--- src/rtl/bram_copy_pkg.sv ---
// Shared state encoding and default widths for the bram copy engine.
package bram_copy_pkg;

  localparam int unsigned DEFAULT_DATA_WIDTH    = 16;
  localparam int unsigned DEFAULT_ADDRESS_WIDTH = 10;

  typedef enum logic [1:0] {
    S_IDLE,
    S_COPY,
    S_DRAIN,
    S_DONE
  } state_t;

endpackage

--- src/rtl/bram_copy_engine.sv ---
// Word-copy engine mastering both ports of a dual-port bram: reads on port A, writes on port B.
// Optional fill mode (constant pattern instead of port A data) is enabled by BRAM_COPY_FILL_EN.
module bram_copy_engine
  import bram_copy_pkg::*;
#(
  parameter int unsigned P_DATA_WIDTH    = DEFAULT_DATA_WIDTH,
  parameter int unsigned P_ADDRESS_WIDTH = DEFAULT_ADDRESS_WIDTH
) (
  input  logic                       I_CLK,
  input  logic                       I_RESET,
  input  logic                       I_START,
  input  logic [P_ADDRESS_WIDTH-1:0] I_SRC_ADDRESS,
  input  logic [P_ADDRESS_WIDTH-1:0] I_DST_ADDRESS,
  input  logic [P_ADDRESS_WIDTH:0]   I_LENGTH,
  input  logic                       I_FILL,
  input  logic [P_DATA_WIDTH-1:0]    I_FILL_DATA,
  input  logic [P_DATA_WIDTH-1:0]    I_BRAM_DATA_A,
  output logic [P_ADDRESS_WIDTH-1:0] O_BRAM_ADDRESS_A,
  output logic                       O_BRAM_WRITE_ENABLE_A,
  output logic [P_DATA_WIDTH-1:0]    O_BRAM_DATA_A,
  output logic [P_ADDRESS_WIDTH-1:0] O_BRAM_ADDRESS_B,
  output logic                       O_BRAM_WRITE_ENABLE_B,
  output logic [P_DATA_WIDTH-1:0]    O_BRAM_DATA_B,
  output logic                       O_BUSY,
  output logic                       O_DONE,
  output logic [P_ADDRESS_WIDTH:0]   O_WORD_COUNT
);

  localparam int unsigned DW = P_DATA_WIDTH;
  localparam int unsigned AW = P_ADDRESS_WIDTH;
  localparam int unsigned LW = AW + 1;

  state_t        state, state_next;
  logic [AW-1:0] addr_a, addr_a_next;
  logic [AW-1:0] addr_b, addr_b_next;
  logic [AW-1:0] dst_ptr, dst_ptr_next;
  logic [LW-1:0] rd_left, rd_left_next;
  logic [LW-1:0] count, count_next;
  logic          we_b, we_b_next;
  logic          busy, busy_next;
  logic          done, done_next;

  // Next-state and next-output logic; the write stage trails the read pointer by one cycle.
  always_comb begin
    state_next   = state;
    addr_a_next  = addr_a;
    addr_b_next  = addr_b;
    dst_ptr_next = dst_ptr;
    rd_left_next = rd_left;
    count_next   = we_b ? count + LW'(1) : count;
    we_b_next    = 1'b0;
    busy_next    = busy;
    done_next    = 1'b0;
    case (state)
      S_IDLE: begin
        if (I_START) begin
          addr_a_next  = I_SRC_ADDRESS;
          dst_ptr_next = I_DST_ADDRESS;
          rd_left_next = I_LENGTH;
          count_next   = '0;
          if (I_LENGTH == '0) begin
            state_next = S_DONE;
          end else begin
            busy_next  = 1'b1;
            state_next = S_COPY;
          end
        end
      end
      S_COPY: begin
        we_b_next    = 1'b1;
        addr_b_next  = dst_ptr;
        dst_ptr_next = dst_ptr + AW'(1);
        rd_left_next = rd_left - LW'(1);
        if (rd_left == LW'(1)) begin
          state_next = S_DRAIN;
        end else begin
          addr_a_next = addr_a + AW'(1);
        end
      end
      S_DRAIN: begin
        state_next = S_DONE;
      end
      S_DONE: begin
        busy_next  = 1'b0;
        done_next  = 1'b1;
        state_next = S_IDLE;
      end
      default: state_next = S_IDLE;
    endcase
  end

  always_ff @(posedge I_CLK or posedge I_RESET) begin
    if (I_RESET) begin
      state   <= S_IDLE;
      addr_a  <= '0;
      addr_b  <= '0;
      dst_ptr <= '0;
      rd_left <= '0;
      count   <= '0;
      we_b    <= 1'b0;
      busy    <= 1'b0;
      done    <= 1'b0;
    end else begin
      state   <= state_next;
      addr_a  <= addr_a_next;
      addr_b  <= addr_b_next;
      dst_ptr <= dst_ptr_next;
      rd_left <= rd_left_next;
      count   <= count_next;
      we_b    <= we_b_next;
      busy    <= busy_next;
      done    <= done_next;
    end
  end

`ifdef BRAM_COPY_FILL_EN
  logic          fill;
  logic [DW-1:0] fill_data;

  // Fill selection and pattern are captured with the rest of the request.
  always_ff @(posedge I_CLK or posedge I_RESET) begin
    if (I_RESET) begin
      fill      <= 1'b0;
      fill_data <= '0;
    end else if (state == S_IDLE && I_START) begin
      fill      <= I_FILL;
      fill_data <= I_FILL_DATA;
    end
  end

  assign O_BRAM_DATA_B = fill ? fill_data : I_BRAM_DATA_A;
`else
  logic unused_fill;
  assign unused_fill   = ^{I_FILL, I_FILL_DATA};
  assign O_BRAM_DATA_B = I_BRAM_DATA_A;
`endif

  assign O_BRAM_ADDRESS_A      = addr_a;
  assign O_BRAM_WRITE_ENABLE_A = 1'b0;
  assign O_BRAM_DATA_A         = '0;
  assign O_BRAM_ADDRESS_B      = addr_b;
  assign O_BRAM_WRITE_ENABLE_B = we_b;
  assign O_BUSY                = busy;
  assign O_DONE                = done;
  assign O_WORD_COUNT          = count;

endmodule

--- config.mk ---
export PLATFORM = sky130hd
export DESIGN_NAME = bram_copy_engine
export DESIGN_NICKNAME = d
export VERILOG_FILES = /design/src/rtl/bram_copy_pkg.sv /design/src/rtl/bram_copy_engine.sv
export SDC_FILE = /design/constraint.sdc
export NUM_CORES = 1
export LEC_CHECK = 0
export CORE_MARGIN = 4
export CORE_UTILIZATION = 30
export DETAILED_ROUTE_END_ITERATION = 8
export SLEW_MARGIN = 20
export SYNTH_ARGS = -nofsm -noshare
export SYNTH_HDL_FRONTEND = slang
export SYNTH_SLANG_ARGS = --single-unit
--- constraint.sdc ---
create_clock -name I_CLK -period 5.6 [get_ports I_CLK]
set_clock_uncertainty 0.2 [all_clocks]
set_input_delay 1.68 -clock I_CLK [delete_from_list [all_inputs] [get_ports I_CLK]]
set_output_delay 1.68 -clock I_CLK [all_outputs]
set_load 0.05 [all_outputs]
==> results of run 1 <==
-- critical path: cells and delay by family --
kind	cells	cell delay, ps
mux	1	630
simple gates	1	390
buf+inv	1	640
compound gates	2	300
-- per-layer routing --
layer	wire [um]	track usage	part of all wire	up-vias
met2	4150	0.222	0.49	75
met4	94	0.0329	0.011	0
met3	527	0.0458	0.062	12
met1	3780	0.167	0.44	1384
li1	-	-	-	1396
met5	0	0	0	-
-- through the flow --
stage | setup WS [ps] | util | area, um^2
detailed placement | 1600 | 0.368 | 4040
global route | 1750 | 0.395 | 4330
CTS | 1940 | 0.395 | 4330
finish | 1950 | 0.395 | 4330
global placement | 1700 | 0.368 | 4040
floorplan | 1870 | - | 3480
-- final timing paths --
| kind | from | end | depth (start not counted) |
|---|---|---|---|
| worst max-delay path | I_START | rd_left[3] | 5 |
| worst min-delay path | O_BRAM_ADDRESS_B[8] | O_BRAM_ADDRESS_B[8] | 1 |
| max in group asynchronous | I_RESET | dst_ptr[9] | 3 |
| min in group asynchronous | I_RESET | O_WORD_COUNT[6] | 2 |
| worst max register to register | state[1] | O_BRAM_ADDRESS_A[6] | 7 |
| worst min register to register | O_BRAM_ADDRESS_B[8] | O_BRAM_ADDRESS_B[8] | 1 |
-- area by class of cell --
type,instances,area [um^2],area share
clock buffer,12,256,0.0592
multi-input combinational,266,1700,0.392
timing repair buffer,70,693,0.160
sequential,57,1430,0.329
inverter,12,45.0,0.0104
tap,140,175,0.0404
clock inverter,3,40.0,0.00924
-- logic make-up (layout without fill, tap and decap cells) --
kind of cell | count (synthesis) | count (layout) | share of synthesized area
adders and majority gates | 9 | 9 | 0.0329
DFF | 57 | 57 | 0.417
buffers and inverters | 62 | 97 | 0.106
xor gates and xnor gates | 9 | 9 | 0.0230
AOI/OAI and AO/OA | 92 | 92 | 0.173
and+or+nand+nor | 119 | 119 | 0.185
muxes | 20 | 20 | 0.0618
other | 1 | 17 | 0.00110
-- power breakdown --
| group | switching (mW) | total, mW | internal [mW] | leakage, nW |
|---|---|---|---|---|
| Combinational | 0.874 | 1.40 | 0.526 | 0.922 |
| Sequential | 0.205 | 0.801 | 0.596 | 0.697 |
| Clock | 0.187 | 0.551 | 0.364 | 0.148 |
| Total | 1.27 | 2.75 | 1.49 | 1.77 |
-- cells in the final DEF, fill, tap and decap left out, types with 3 or more instances in the layout --
cell	count
mux2i_1	10
buf_4	3
o2bb2ai_1	3
conb_1	17
a2bb2oi_1	4
nand2_1	26
o221ai_1	3
mux2_2	9
xnor2_1	3
clkdlybuf4s50_1	67
dfrtp_1	57
a31oi_1	5
a22oi_1	5
o22ai_1	10
xor2_1	6
nor2_1	26
ha_1	8
inv_1	11
nand4_1	8
o21ai_0	21
nor3_1	10
and3_1	6
clkbuf_16	9
a21oi_1	25
nand3b_1	3
nor4_1	6
nand3_1	13
-- registers in the layout, indices dropped and copies added (netlist names) --
signal                 flops
O_BRAM_ADDRESS_A          10
rd_left                   11
O_WORD_COUNT              11
O_BRAM_WRITE_ENABLE_B      1
O_BRAM_ADDRESS_B          10
dst_ptr                   10
state                      2
O_DONE                     1
O_BUSY                     1
==> summary.md, run 1 <==
| Metric | Value |
|---|---|
| Pwr dens | around 630 mW/mm^2 |
| Clock sink count | 57 |
| Die Ht | roughly 110 um |
| Final period util | 0.652 |
| Top post-synthesis cells by area | dfrtp_1 (42%), buf_4 (7.5%), a21oi_1 (3.7%) |
| Die Wd | 115 um |
| CP cell instances | clkdlybuf4s50_1 -> mux2_2 -> nand2_1 -> o22ai_1 -> a21oi_1 |
| Placed instance count | 545 |
| Fmax | 0.274 GHz |
| CORE AREA | 0.0110 mm^2 |
| Non-filler cells, final | 560 |
| CTS tree | yes |
| Design Power | approximately 2.8 mW |
| # port buffers | 67 |
| Die area | 0.0132 mm^2 |
| Worst EP required | 5590 ps |
| FFs w/ async S/R, synth | 1.00 |
| Commonest cells in the netlist | dfrtp_1 (57), buf_4 (34), nand2_1 (26), nor2_1 (26), a21oi_1 (25) |
| Gate Count Post-Synth | 369 |
| Fin Hold WS | 307 ps |
| Routed wire length | 8550 um |
| RSZ-0062 raised after global routing | false |
| Worst slew pin tran | 772 ps |
| Status | completed |
| CTS resizes | 0 |
| Number of global-route vias before repair | 2856 |
| Pre-antenna DRT Iters | 4 |
| Vias | 2867 |
| R2r setup slk | about 2700 ps |
| Startpoint types | primary input |
| Synth-to-Final Area Change | 26.7% |
| Filler instances | 1095 |
| Relative slew margins | 0.484 |
| CP Data Arrival Time | between 3000 and 4000 ps |
| Avg Inst Size Synth | 9.27 um^2 |
| Final hold violation count | 0 |
| Antenna violations before repair | 0 |
| HPWL after DPL | 6110 um |
| Total track usage | 0.133 |
| Peak supply drop | roughly 0.31 mV |
| Iter 0 DRT Violations | 160 |
| Final Critical Period | 3650 ps |
| Vias/cell | 5.12 |
| Clock root buffer | clkbuf_16 |
| Post-Syn Area | 0.00342 mm^2 |
| Sequential area share after synthesis | 0.417 |
| Fin nets | 492 |
| Crit path max fanout | 33 |
| Layout cells sized above 1 | 0.0810 |
| Ys flop type | dfrtp_1 |
| Synth Register Bits | 57 |
| Starting Density | 0.312 |
| Cts hold-fix bufs | 0 |
| # setup viols final | 0 |
| Clock-pin slew on the worst setup and hold paths | 50 ps |
| Fin Setup TNS | 0 ps |
| Yosys cell types | 54 |
| Number of antenna-violating nets in the routed design | 0 |
| Ant. Diodes | 0 |
| Post-synth top area cell | dfrtp_1 |
| Post-synth EDFFs | 0 |
| Max Cap Viol | 0 |
| Top-count cell post-synth | dfrtp_1 |
| Skew-Pair Late Insertion Delay | between 300 and 400 ps |
| Setup bufs post-CTS | 0 |
| Global route total overflow | 0 |
| Leak pwr | 1.77 nW |
| IO Count | 134 |
| DR WL/cell | approximately 15 um |
| CP endpoint kind | flop |
| CTS max path bufs | 2 |
| Max-slew violations | 0 |
| Hold Crit Class | flop to flop |
| Largest net degree at the start of global routing | 35 |
| Residual DRC count | 0 |
| CTS H-Tree Depth | 3 |
| First-pass GRT wire length | between 10000 and 15000 um |
| Type of the worst setup path | primary input to flop |
| CP max stage cell | clkdlybuf4s50_1 |
| Placer congestion estimate | 0.789 |
| Cell row count | 38 |
| Cts bufs inserted | 9 |
| CP peak stage delay | 640 ps |
| Synthesis warning total | 0 |
| Post-synth top area share | 0.417 |
No activity file was read; power rests on OpenSTA's default activity.
==> run 2: changes to the inputs <==
clock period = 3.3 ns   (was 5.6 ns; I/O delays follow)
==> summary.md, run 2 (same netlist as run 1, synthesis figures left out) <==
| Metric | Value |
|---|---|
| Status | completed |
| Pwr dens | 1080 mW/mm^2 |
| R2r setup slk | roughly 930 ps |
| Final Critical Period | about 2800 ps |
| WP buf/inv | 1 |
| Placer congestion estimate | roughly 0.80 |
| Leak pwr | between 1.5 and 2 nW |
| CTS resizes | 0 |
| Number of antenna-violating nets in the routed design | 0 |
| Layout cells sized above 1 | 0.0877 |
| CTS max path bufs | 2 |
| Number of global-route vias before repair | 2782 |
| Type of the worst setup path | flop to primary output |
| Cell-internal power | roughly 2.6 mW |
| Max-slew violations | 0 |
| Cts bufs inserted | 9 |
| Iter 0 DRT Violations | 195 |
| Comb power frac | 0.505 |
| Leading cell type in the layout, fill and taps excluded | clkdlybuf4s50_1 |
| Clock network power share | 0.210 |
| Antenna violations before repair | 0 |
| Fin nets | approximately 500 |
| Placed instance count | 547 |
| Hold wc startpoint | O_BRAM_ADDRESS_B[7] |
| Starting Density | 0.312 |
| Non-filler cells, final | roughly 560 |
| CP peak stage delay | 850 ps |
| Cell row count | 38 |
| Worst r2r src | state[0] |
| Largest net degree at the start of global routing | 58 |
| CP Data Arrival Time | 1630 ps |
| CP cell instances | clkdlybuf4s50_1 |
| NetSw | 2.16 mW |
| Setup bufs post-CTS | 0 |
| Crit path max fanout | 8 |
| Hold Path Depth | 1 |
| DR WL/cell | 15.3 um |
| Clock root buffer | clkbuf_16 |
| Worst slack, placed | approximately 300 ps |
| Vias | 2882 |
| Total track usage | 0.134 |
| Max Cap Viol | 0 |
| Startpoint types | flop |
| CORE AREA | 0.0110 mm^2 |
| CTS H-Tree Depth | 3 |
| Final instance area | approximately 0.0044 mm^2 |
| Pre-antenna DRT Iters | 5 |
| Peak supply drop | ~0.5 mV |
| HPWL after DPL | 6030 um |
| Skew-Pair Late Insertion Delay | 320 ps |
| Die Ht | 115 um |
| Sw Ratio | 0.454 |
| CP max stage cell | clkdlybuf4s50_1 |
| Worst EP required | 2110 ps |
| Residual DRC count | 0 |
| Fmax | 0.355 GHz |
| Worst-case reg-to-reg path depth | 7 |
| Vias/cell | between 5 and 6 |
| Reg2reg end | O_BRAM_ADDRESS_A[6] |
| Area post-placement | 0.00407 mm^2 |
| Final hold violation count | 0 |
| Die Wd | 115 um |
| Worst Hold Path EP | O_BRAM_ADDRESS_B[7] |
| Global route total overflow | 0 |
| CTS tree | yes |
| Routed wire length | around 8600 um |
| Most frequent cells in the layout | clkdlybuf4s50_1 (67), dfrtp_1 (57), nor2_1 (26), nand2_1 (26), a21oi_1 (25) |
| Hold Crit Class | flop to flop |
| Ant. Diodes | 0 |
| RSZ-0062 raised after global routing | false |
| Clock-pin slew on the worst setup and hold paths | 50 ps |
| # port buffers | 67 |
| Design Power | 4.75 mW |
| Final period util | 0.854 |
| Cts hold-fix bufs | 0 |
| Worst Slack Setup Final | 481 ps |
| Sequential share of power | 0.286 |
| Relative slew margins | 0.464 |
| Worst slew pin tran | about 800 ps |
| CP endpoint kind | primary output |
| # setup viols final | 0 |
| Delay-heaviest family, CP | buffers and inverters |
| IO Count | 134 |
| Die area | roughly 0.013 mm^2 |
| First-pass GRT wire length | 14100 um |
| Fin Setup TNS | 0 ps |
| Synth-to-Final Area Change | 28.1% |
| Clock sink count | 57 |
-- run 2: cell types whose count changed in the layout (fill, tap and decap cells not counted) --
cell,change
buf_12,+1
clkinvlp_4,+2
buf_4,+1
clkbuf_8,-1
clkinv_2,-1
clkbuf_1,-1
bufinv_16,+1
-- run 2: how the worst max path moves through the flow --
stage                          endpoint  cells after the start                 from  slack [ps]
floorplan           O_BRAM_ADDRESS_A[0]                      1              I_RESET         710
global placement    O_BRAM_ADDRESS_A[6]                      6              I_START         330
detailed placement  O_BRAM_ADDRESS_A[6]                      6              I_START         300
CTS                 O_BRAM_ADDRESS_A[3]                      1  O_BRAM_ADDRESS_A[3]         460
global route        O_BRAM_ADDRESS_A[2]                      1  O_BRAM_ADDRESS_A[2]         410
finish              O_BRAM_ADDRESS_A[4]                      1  O_BRAM_ADDRESS_A[4]         480
-- run 2: per-layer routing --
layer | wire length (um) | track usage | vias up
li1 | - | - | 1405
met5 | 0 | 0 | -
met3 | 496 | 0.0363 | 13
met4 | 92 | 0.0438 | 0
met1 | 3790 | 0.173 | 1380
met2 | 4240 | 0.218 | 84
-- run 2: power by group through the flow --
stage / clock [mW] / sequential [mW] / combinational, mW
floorplan: 0 / 1.82 / 1.31
global placement: 0 / 1.36 / 2.37
detailed placement: 0 / 1.36 / 2.41
CTS: 1.03 / 1.36 / 2.42
global route: 1.06 / 1.41 / 2.62
finish: 0.995 / 1.36 / 2.40
-- run 2: area by class of cell --
cell class                      count  area (um^2)
Clock buffer                       10          239
Clock inverter                      5         80.1
Fill cell                        1102         6600
Inverter                           12         45.0
Multi-Input combinational cell    266         1700
Sequential cell                    57         1430
Tap cell                          140          175
Timing Repair Buffer               72          721
-- run 2: worst register-to-register path: stages (launching register included) --
cell and delay, ps:
dfrtp_1 400, inv_1 110, ha_1 350, mux2i_2 290
buf_4 310, nor4_1 100, a21bo_2 220, a221o_1 280
-- run 2: per-stage QoR --
stage / util / hold WS (ps)
6_report: 0.399 / 307
5_1_grt: 0.399 / 319
4_1_cts: 0.399 / 313
3_5_place_dp: 0.370 / 298
3_3_place_gp: 0.370 / 294
2_1_floorplan: - / 283
